--- src/rtl/gf2_div_pkg.sv ---
// Shared types and default sizes for the sequential GF(2)[x] polynomial divider.
//   GF2_N : default divisor width
//   AW    : dividend / quotient width (2N-1)
//   RW    : remainder width (N-1)
//   CW    : bit counter / dividend degree width
//   gf2_div_state_e : divider FSM states
package gf2_div_pkg;

  localparam int GF2_N = 12;
  localparam int AW    = 2 * GF2_N - 1;
  localparam int RW    = GF2_N - 1;
  localparam int CW    = $clog2(2 * GF2_N - 1);

  typedef enum logic [1:0] {
    IDLE = 2'd0,
    RUN  = 2'd1,
    DONE = 2'd2
  } gf2_div_state_e;

endpackage

--- src/rtl/gf2_degree.sv ---
// Combinational degree finder for a GF(2) polynomial: index of the highest
// set bit, plus a zero flag. deg is 0 when vec is zero.
//   vec  : polynomial, bit i = coefficient of x^i
//   deg  : index of the most significant set bit
//   zero : vec has no set bits
module gf2_degree #(
  parameter int W  = 12,
  parameter int DW = 4
) (
  input  logic [W-1:0]  vec,
  output logic [DW-1:0] deg,
  output logic          zero
);

  // Ascending scan: the last set bit seen is the MSB.
  always_comb begin
    deg = '0;
    for (int i = 0; i < W; i++) begin
      if (vec[i]) deg = DW'(i);
    end
  end

  assign zero = ~|vec;

endmodule

--- src/rtl/gf2_poly_div_seq.sv ---
// Sequential carry-less (GF(2)[x]) polynomial divider, bit-serial long
// division MSB first, one dividend bit per RUN cycle.
//
// Optional build macro GF2DIV_SKIP_LZ_EN: start the bit counter at deg(A)
// instead of 2N-2, skipping the dividend's leading zeros. Results are
// identical; only latency changes.
//
// Handshakes: a transfer happens on a rising edge where valid and ready are
// both high. in_ready is high only in IDLE; out_valid is high only in DONE and
// the result is held stable until out_ready is seen.
//
// Ports:
//   clk, rst    : clock, synchronous active-high reset
//   in_valid    : dividend/divisor offered
//   in_ready    : divider idle and able to accept
//   dividend    : A, 2N-1 bits
//   divisor     : D, N bits
//   out_valid   : result available
//   out_ready   : consumer takes the result
//   quotient    : Q with A = Q*D ^ R
//   remainder   : R with deg(R) < deg(D)
//   div_by_zero : D was zero (Q = R = 0)
//   state_dbg   : current FSM state
module gf2_poly_div_seq
  import gf2_div_pkg::*;
#(
  parameter int N = GF2_N
) (
  input  logic             clk,
  input  logic             rst,
  input  logic             in_valid,
  output logic             in_ready,
  input  logic [2*N-2:0]   dividend,
  input  logic [N-1:0]     divisor,
  output logic             out_valid,
  input  logic             out_ready,
  output logic [2*N-2:0]   quotient,
  output logic [N-2:0]     remainder,
  output logic             div_by_zero,
  output gf2_div_state_e   state_dbg
);

  localparam int A_W  = 2 * N - 1;
  localparam int R_W  = N - 1;
  localparam int C_W  = $clog2(2 * N - 1);
  localparam int DG_W = $clog2(N);

  gf2_div_state_e state, state_next;

  logic [A_W-1:0]  a_reg;
  logic [N-1:0]    d_reg;
  logic [DG_W-1:0] dg_reg;
  logic [R_W-1:0]  r_reg;
  logic [A_W-1:0]  q_reg;
  logic [C_W-1:0]  cnt;
  logic            dbz_reg;

  logic [DG_W-1:0] d_deg;
  logic            d_zero;
  logic [C_W-1:0]  cnt_start;

  logic [N-1:0]    t;
  logic [R_W-1:0]  r_step;
  logic            q_bit;

  gf2_degree #(.W(N), .DW(DG_W)) u_deg_d (
    .vec  (divisor),
    .deg  (d_deg),
    .zero (d_zero)
  );

`ifdef GF2DIV_SKIP_LZ_EN
  logic [C_W-1:0] a_deg;
  logic           a_zero;

  gf2_degree #(.W(A_W), .DW(C_W)) u_deg_a (
    .vec  (dividend),
    .deg  (a_deg),
    .zero (a_zero)
  );

  assign cnt_start = a_zero ? '0 : a_deg;
`else
  assign cnt_start = C_W'(A_W - 1);
`endif

  // One long-division step: shift the next dividend bit into the partial
  // remainder; if the bit at the divisor's degree is set, subtract (XOR) D.
  // Since deg(R) < dg before the step, t[N-1] is always cleared by the XOR,
  // so dropping it loses nothing.
  always_comb begin
    t = {r_reg, a_reg[cnt]};
    q_bit = t[dg_reg];
    if (q_bit) t = t ^ d_reg;
    r_step = t[R_W-1:0];
  end

  always_comb begin
    state_next = state;
    case (state)
      IDLE: if (in_valid) state_next = RUN;
      // A zero divisor spends one cycle here without stepping.
      RUN:  if (dbz_reg || cnt == '0) state_next = DONE;
      DONE: if (out_ready) state_next = IDLE;
      default: state_next = IDLE;
    endcase
  end

  always_ff @(posedge clk) begin
    if (rst) begin
      state   <= IDLE;
      a_reg   <= '0;
      d_reg   <= '0;
      dg_reg  <= '0;
      r_reg   <= '0;
      q_reg   <= '0;
      cnt     <= '0;
      dbz_reg <= 1'b0;
    end else begin
      state <= state_next;
      if (state == IDLE && in_valid) begin
        a_reg   <= dividend;
        d_reg   <= divisor;
        dg_reg  <= d_deg;
        r_reg   <= '0;
        q_reg   <= '0;
        cnt     <= cnt_start;
        dbz_reg <= d_zero;
      end else if (state == RUN && !dbz_reg) begin
        // Quotient bits arrive MSB first, so shifting left lands each at
        // its proper index once the final (i=0) step is done.
        r_reg <= r_step;
        q_reg <= {q_reg[A_W-2:0], q_bit};
        cnt   <= cnt - 1'b1;
      end
    end
  end

  assign in_ready    = (state == IDLE);
  assign out_valid   = (state == DONE);
  assign quotient    = q_reg;
  assign remainder   = r_reg;
  assign div_by_zero = dbz_reg;
  assign state_dbg   = state;

endmodule

--- config.mk ---
export PLATFORM = sky130hd
export DESIGN_NAME = gf2_poly_div_seq
export DESIGN_NICKNAME = d
export VERILOG_FILES = /design/src/rtl/gf2_div_pkg.sv /design/src/rtl/gf2_degree.sv /design/src/rtl/gf2_poly_div_seq.sv
export SDC_FILE = /design/constraint.sdc
export NUM_CORES = 1
export LEC_CHECK = 0
export CAP_MARGIN = 5
export CORE_UTILIZATION = 56
export CTS_BUF_LIST = sky130_fd_sc_hd__clkbuf_16
export DETAILED_ROUTE_END_ITERATION = 12
export DONT_BUFFER_PORTS = 1
export PLACE_DENSITY = 0.71
export REMOVE_ABC_BUFFERS = 1
export SYNTH_ARGS = -nofsm -noshare
export SYNTH_HDL_FRONTEND = slang
export SYNTH_SLANG_ARGS = --single-unit
--- constraint.sdc ---
create_clock -name clk -period 2.7 [get_ports clk]
set_input_delay 0.81 -clock clk [delete_from_list [all_inputs] [get_ports clk]]
set_output_delay 0.81 -clock clk [all_outputs]
set_load 0.01 [all_outputs]
==> impl_metrics.ini, run 1 <==
[routing]
dr.pass1.iters = 4
drcViolationCount = 0
num_vias = 2916
via_per_inst = 5.673
drt-wirelength-per-cell_um = 14.45
drt-initial-drc-count = 134
ant_nets = 0
wl_um = 7426

[timing]
max_clock_freq_ghz = 0.4293
hold_violations = 0
setup_tns_ns = 0
worstMarginPinSlew_ns = 0.7872
fin_crit_sh_pct = 86.27
setup_violations = 0
rsz0062_at_grt = false
drv_slew = 0
skew_ns = 0.004963
max_slew_margin_pct = 47.52
period_needed_ns = 2.329
whs_ns = 0.4461

[global_routing]
antenna_found_initial = 0
grt_pass1_wl_um = 12210
global_route.overflow_total = 0
grt_max_degree = 47
track_usage_pct = 23.69
grt_pass1_vias = 2693

[hold_path]
hold_class = flip-flop to flip-flop
holdPathEnd = d_reg[1]
holdCritStartpoint = d_reg[1]
holdPathStages = 2

[place]
hpwl_um = 5013
port_buffers = 0
gp_congestion = 0.8605
place_area_um2 = 3636

[power_and_ir_drop]
ir_drop_uv = 555.3
power_density_nw_per_um2 = 815.7
leakage_nw = 1.336
p_total_mw = 3.247

[critical_path]
rr_worst_depth = 7
slowest_delay_ns = 0.63
worstReg2RegEnd = remainder[0]
path_max_fanout = 11
rr_startpoint = dg_reg[0]
r2r_setup_slack_ns = 0.37
critPathCaptureType = flip-flop
required_ns = 2.90
worstSetupPathType = flip-flop to flip-flop
crit_top_cell = a21oi_1
crit_chain = mux2i_1 > a21oi_1 > a32oi_1 > buf_4 > a311oi_2 > xnor2_1 > a21oi_1
worst_setup_path_start_kind = flip-flop
cpMaxStageDelayCell = a32oi_1
arrival_ns = 2.52

[logic_synthesis]
synth_seq_cells = 80
synth.avg_cell_area_um2 = 8.071
async_flop_share_pct = 0
synth_edf_count = 0
ys_types = 41
ys_warn_count = 0
synth_most_common_cell = nand2_1
synth_commonest_cells = nand2_1 (119), a21oi_1 (82), dfxtp_1 (80), clkbuf_1 (27)
synth_area_leaders = dfxtp_1 (44%), nand2_1 (12%), a21oi_1 (11%)
synth_top_area_cell = dfxtp_1
yosysSeqAreaShare_pct = 44.49
synthFlopType = dfxtp_1
synth_top_area_share_pct = 44.49
synth_area_um2 = 3600
synth_cells = 446

[floorplanning]
die_area_um2 = 6753
initial_core_util_pct = 59.39
chipWidth_um = 82.18
core.rowCount = 28
die_y_um = 82.18
core_um2 = 6061
io-pin-count = 78

[job]
maxCapViolCount = 0

[clock_tree]
clk-insertion-delay-late_ns = 0.33
cts_resized = 0
cts-root-buf = clkbuf_16
clockBufferDepth = 2
cts_hold_buf = 0
cts_tree = built
clk_pin_slew_ns = 0.06
cts_num_sinks = 80
cts_made_buffers = 9
htree_levels = 3
cts_setup_buffers = 0

[outcome]
status = finished, final reports clean

[cells_and_area]
antenna_cells = 0
area_growth_pct = 10.57
final_nets = 474
layout-drive-gt1-share_pct = 9.567
fill_cells = 525
final_area_um2 = 3980
## per-stage QoR
step                      setup slack, ns  instances  utilization (%)
after global routing               0.2125        514            65.67
after CTS                          0.3642        514            65.67
after detailed placement           0.4030        498            59.99
after global placement             0.5286        498            59.99
after floorplan                  -0.04574        412                -
final                              0.3708        514            65.67
## cell families (layout without fill, tap and decap cells)
kind of cell	Yosys count	in the layout	synth area share, %
mux	13	13	4.623
buf+inv	50	43	5.770
xor+xnor	15	15	3.650
fa+ha+maj	1	1	0.3475
compound gates	122	122	21.93
simple gates	165	165	19.19
flops	80	80	44.49
## where the power goes
part	switching [mW]	total [mW]	internal (mW)	leakage, nW
Sequential	0.0971	1.36	1.26	0.653
Combinational	0.316	0.519	0.203	0.519
Clock	0.466	1.37	0.904	0.164
Total	0.878	3.25	2.37	1.34
## how the worst max path moves through the flow
stage | to | startpoint | slack, ns | depth (start not counted)
2_1_floorplan | remainder[6] | dg_reg[0] | -0.05 | 6
3_3_place_gp | remainder[7] | cnt[0] | 0.53 | 7
3_5_place_dp | remainder[3] | dg_reg[0] | 0.40 | 7
4_1_cts | remainder[3] | dg_reg[0] | 0.36 | 7
5_1_grt | remainder[0] | dg_reg[0] | 0.21 | 7
6_report | remainder[0] | dg_reg[0] | 0.37 | 7
## area by class of cell
type | count | area (um^2) | share of cell area (%)
clock buffer | 9 | 225.2 | 5.659
clock inverter | 7 | 118.9 | 2.986
inverter | 16 | 60.06 | 1.509
multi-input combinational | 316 | 1798 | 45.17
sequential | 80 | 1602 | 40.24
tap | 75 | 93.84 | 2.358
timing repair buffer | 11 | 82.58 | 2.075
## per-layer routing
layer / wire length [um] / GRT usage (%) / vias up
li1: - / - / 1492
met1: 3513 / 30.60 / 1328
met2: 3281 / 37.85 / 86
met3: 525 / 5.714 / 10
met4: 105 / 9.649 / 0
met5: 0 / 0 / -
## placed cells by master (no fill, tap or decap), drive strengths merged, types with 4 or more instances in the layout
cell type	instances
xnor2	14
a21oi	82
nand2b	5
nor4	4
clkbuf	9
nor3	4
nor2b	4
a311oi	11
buf	11
inv	17
nor2	16
o21ai	12
nand2	119
dfxtp	80
mux2i	11
## worst max-delay path, delay by kind of cell, from the launching register on
kind                      cells  cell delay (ns)
DFF                           1             0.61
buffers and inverters         1             0.29
AOI/OAI and AO/OA             4             0.88
muxes                         1             0.25
xor gates and xnor gates      1             0.16
Power figures use the tool's default switching activity.
==> inputs of run 2 (changes only) <==
Settings changed: CORE_UTILIZATION 56 to 46, DONT_BUFFER_PORTS 1 to unset, PLACE_DENSITY 0.71 to 0.76.
Clock period 2.7 ns to 2 ns, I/O delays scaled along.
==> impl_metrics.ini, run 2 (same netlist as run 1, synthesis figures left out) <==
[power_and_ir_drop]
leakage_nw = 1.705
p_total_mw = 4.377
power_density_nw_per_um2 = 888.4
ir_drop_uv = 523.1

[place]
port_buffers = 77
hpwl_um = 6022
gp_congestion = 0.8161
dpl.cell_count = 613

[critical_path]
critPathCaptureType = flip-flop
rr_startpoint = cnt[0]
r2r_setup_slack_ns = -0.12
worst_setup_path_start_kind = flip-flop
arrival_ns = 2.33
endpoint = remainder[7]
worstSetupPathType = flip-flop to flip-flop
required_ns = 2.21
worstReg2RegEnd = remainder[7]
crit_path_start = cnt[0]
path_max_fanout = 6
rr_worst_depth = 9

[routing]
ant_nets = 0
num_vias = 3373
drt-initial-drc-count = 186
dr.pass1.iters = 4
via_per_inst = 5.354
drt-wirelength-per-cell_um = 13.81
drcViolationCount = 0
wl_um = 8702

[outcome]
failed_checks = setup timing
status = complete, but fails checks

[timing]
fin_crit_sh_pct = 105.8
finalWorstSetupSlack_ns = -0.1169
max_clock_freq_ghz = 0.4724
hold_violations = 0
skew_ns = 0.003986
worstMarginPinSlew_ns = 0.4004
period_needed_ns = 2.117
max_slew_margin_pct = 73.27
drv_slew = 0
setup_violations = 10
rsz0062_at_grt = true

[global_routing]
grt_pass1_wl_um = 14250
grt_pass1_vias = 3112
global_route.overflow_total = 0
grt_max_degree = 45
track_usage_pct = 21.43
antenna_found_initial = 0

[floorplanning]
core.rowCount = 31
chipWidth_um = 90.46
die_area_um2 = 8183
io-pin-count = 78
die_y_um = 90.46
initial_core_util_pct = 48.59
core_um2 = 7408

[clock_tree]
cts-root-buf = clkbuf_16
cts_tree = built
clk-insertion-delay-late_ns = 0.33
htree_levels = 3
clk_pin_slew_ns = 0.06
clockBufferDepth = 2
cts_hold_buf = 0
cts_num_sinks = 80
cts_made_buffers = 9

[cells_and_area]
fin_cells = 630
final_nets = 567
final_common_cell = nand2_1
area_growth_pct = 36.88
layout-drive-gt1-share_pct = 11.86
antenna_cells = 0
mostFrequentLayoutCells = nand2_1 (119), a21oi_1 (82), dfxtp_1 (78)

[job]
maxCapViolCount = 0

[hold_path]
hold_class = flip-flop to flip-flop
[run 2: area by class of cell]
| type | instances | area [um^2] |
|---|---|---|
| Timing Repair Buffer | 104 | 1039 |
| Multi-Input combinational cell | 316 | 1821 |
| Clock buffer | 9 | 225.2 |
| Clock inverter | 6 | 52.55 |
| Fill cell | 619 | 2481 |
| Sequential cell | 80 | 1607 |
| Tap cell | 99 | 123.9 |
| Inverter | 16 | 60.06 |
[run 2: per-stage QoR]
step	setup TNS (ns)	hold WS, ns	util [%]	area (um^2)	setup WS, ns
after CTS	-0.06477	0.4547	65.80	4875	-0.02637
final	-0.4061	0.4531	66.51	4927	-0.1169
after floorplan	-16.47	0.4255	-	3452	-0.7457
after global routing	-1.355	0.4735	66.51	4927	-0.1874
after detailed placement	-0.6863	0.4468	61.98	4592	-0.09111
after global placement	0	0.4434	61.98	4592	0.009499
[run 2: worst min path at each step]
stage / from / to / slack [ns] / cells after the start
after floorplan: a_reg[1] / a_reg[1] / 0.43 / 2
after CTS: quotient[22] / quotient[22] / 0.45 / 2
after detailed placement: quotient[22] / quotient[22] / 0.45 / 2
after global placement: a_reg[19] / a_reg[19] / 0.44 / 2
after global routing: a_reg[16] / a_reg[16] / 0.47 / 2
final: quotient[22] / quotient[22] / 0.45 / 2
[run 2: layer usage]
layer | part of all wire [%] | GRT usage [%]
met5 | 0 | 0
met4 | 2.3 | 7.796
met3 | 3.7 | 5.387
met2 | 49 | 35.23
met1 | 45 | 27.06
[run 2: worst max-delay path: stages (launching register included)]
cell and delay, ns:
dfxtp_4 0.36, buf_4 0.16, mux2i_2 0.17, a2111oi_4 0.32, a32oi_2 0.07, buf_4 0.17
clkbuf_16 0.16, a311oi_2 0.32, xnor2_1 0.16, a21oi_1 0.09
[run 2: timing repair]
| action | in CTS | in global routing |
|---|---|---|
| pin swaps | 2 | 20 |
| cloned | 0 | 1 |
| setup endpoints to repair | 13 | 12 |
| buffers inserted | 0 | 1 |
| gates resized for setup | 4 | 7 |
[run 2: power by group]
| part | leakage, nW | internal [mW] | switching [mW] |
|---|---|---|---|
| combinational | 0.907 | 0.480 | 0.534 |
| sequential | 0.654 | 1.70 | 0.115 |
| clock | 0.144 | 0.943 | 0.601 |
| total | 1.70 | 3.13 | 1.25 |
==> inputs of run 3 (changes only) <==
Settings changed: RECOVER_POWER set to 100.
==> impl_metrics.ini, run 3 (same netlist as run 1, synthesis figures left out) <==
[critical_path]
path_buf_inv = 3
worstSetupPathType = flip-flop to flip-flop
path_delay_family = compound AO/OA/AOI/OAI gates
slowest_delay_ns = 0.36
crit_top_cell = buf_4
critPathCaptureType = flip-flop
cpMaxStageDelayCell = dfxtp_4
crit_chain = buf_4 > mux2i_2 > a2111oi_4 > a32oi_2 > buf_4 > clkbuf_16 > a311oi_2 > xnor2_1 > a21oi_1
r2r_setup_slack_ns = -0.11
arrival_ns = 2.32
worst_setup_path_start_kind = flip-flop
required_ns = 2.21
path_max_fanout = 6

[floorplanning]
die_area_um2 = 8183
die_y_um = 90.46
core_um2 = 7408
initial_core_util_pct = 48.59
core.rowCount = 31
io-pin-count = 78
chipWidth_um = 90.46

[power_and_ir_drop]
ir_drop_uv = 522.0
power_density_nw_per_um2 = 889.6
p_total_mw = 4.355
leakage_nw = 1.778

[timing]
whs_ns = 0.4485
finalWorstSetupSlack_ns = -0.1149
drv_slew = 0
skew_ns = 0.003797
max_clock_freq_ghz = 0.4728
fin_crit_sh_pct = 105.7
period_needed_ns = 2.115
hold_violations = 0
worstMarginPinSlew_ns = 0.4987
rsz0062_at_grt = true
max_slew_margin_pct = 66.75
setup_violations = 10

[global_routing]
grt_pass1_wl_um = 14250
track_usage_pct = 21.43
global_route.overflow_total = 0
grt_pass1_vias = 3112
antenna_found_initial = 0
grt_max_degree = 45

[clock_tree]
clk-insertion-delay-late_ns = 0.33
cts_hold_buf = 0
cts-root-buf = clkbuf_16
cts_num_sinks = 80
cts_made_buffers = 9
cts_tree = built
clockBufferDepth = 2
clk_pin_slew_ns = 0.06
htree_levels = 3

[place]
pre_cts_ws_ns = -0.09111
port_buffers = 77
dpl.cell_count = 613
hpwl_um = 6022
gp_congestion = 0.8161

[hold_path]
hold_class = flip-flop to flip-flop

[cells_and_area]
mostFrequentLayoutCells = nand2_1 (119), a21oi_1 (82), dfxtp_1 (78)
area_growth_pct = 35.97
final_nets = 567
final_common_cell = nand2_1
antenna_cells = 0
fin_cells = 630
final_util_pct = 66.07
layout-drive-gt1-share_pct = 11.86

[routing]
drt-initial-drc-count = 170
drt-wirelength-per-cell_um = 13.80
wl_um = 8694
via_per_inst = 5.348
num_vias = 3369
ant_nets = 0
dr.pass1.iters = 4
drcViolationCount = 0

[job]
maxCapViolCount = 0

[outcome]
status = complete, but fails checks
failed_checks = setup timing
-- run 3: path summary, 6_finish.rpt --
check	depth (start not counted)	startpoint	to
worst max-delay path	9	cnt[0]	remainder[7]
worst min-delay path	2	quotient[22]	quotient[22]
worst max register to register	9	cnt[0]	remainder[7]
worst min register to register	2	quotient[22]	quotient[22]
-- run 3: worst min-delay path: stages (launching register included) --
cell and delay, ns:
dfxtp_1 0.30, nand2_1 0.05, a21oi_1 0.05
-- run 3: through the flow --
step / setup TNS (ns) / instance area [um^2]
3_3_place_gp: 0 / 4592
2_1_floorplan: -16.47 / 3452
3_5_place_dp: -0.6863 / 4592
4_1_cts: -0.06477 / 4875
5_1_grt: -1.446 / 4895
6_report: -0.4228 / 4895
-- run 3: area by class of cell --
cell class / instances / area (um^2)
Clock buffer: 9 / 225.2
Clock inverter: 6 / 52.55
Fill cell: 624 / 2514
Inverter: 16 / 60.06
Multi-Input combinational cell: 316 / 1821
Sequential cell: 80 / 1607
Tap cell: 99 / 123.9
Timing Repair Buffer: 104 / 1006
-- run 3: where the power goes --
group / leakage [nW] / internal [mW] / switching [mW]
logic: 0.981 / 0.460 / 0.531
registers: 0.654 / 1.70 / 0.115
clock network: 0.144 / 0.943 / 0.601
total: 1.78 / 3.11 / 1.25
-- run 3: what timing repair did --
| item | in CTS | in global routing |
|---|---|---|
| cloned | 0 | 1 |
| setup endpoints to repair | 13 | 12 |
| resized for setup | 4 | 7 |
| pin swaps | 2 | 20 |
| setup buffers | 0 | 1 |
-- run 3: metal layers --
| layer | vias to the layer above | track usage (%) | wire length, um |
|---|---|---|---|
| met5 | - | 0 | 0 |
| met2 | 97 | 35.23 | 4301 |
| li1 | 1670 | - | - |
| met1 | 1586 | 27.06 | 3842 |
| met3 | 16 | 5.387 | 355 |
| met4 | 0 | 7.796 | 195 |
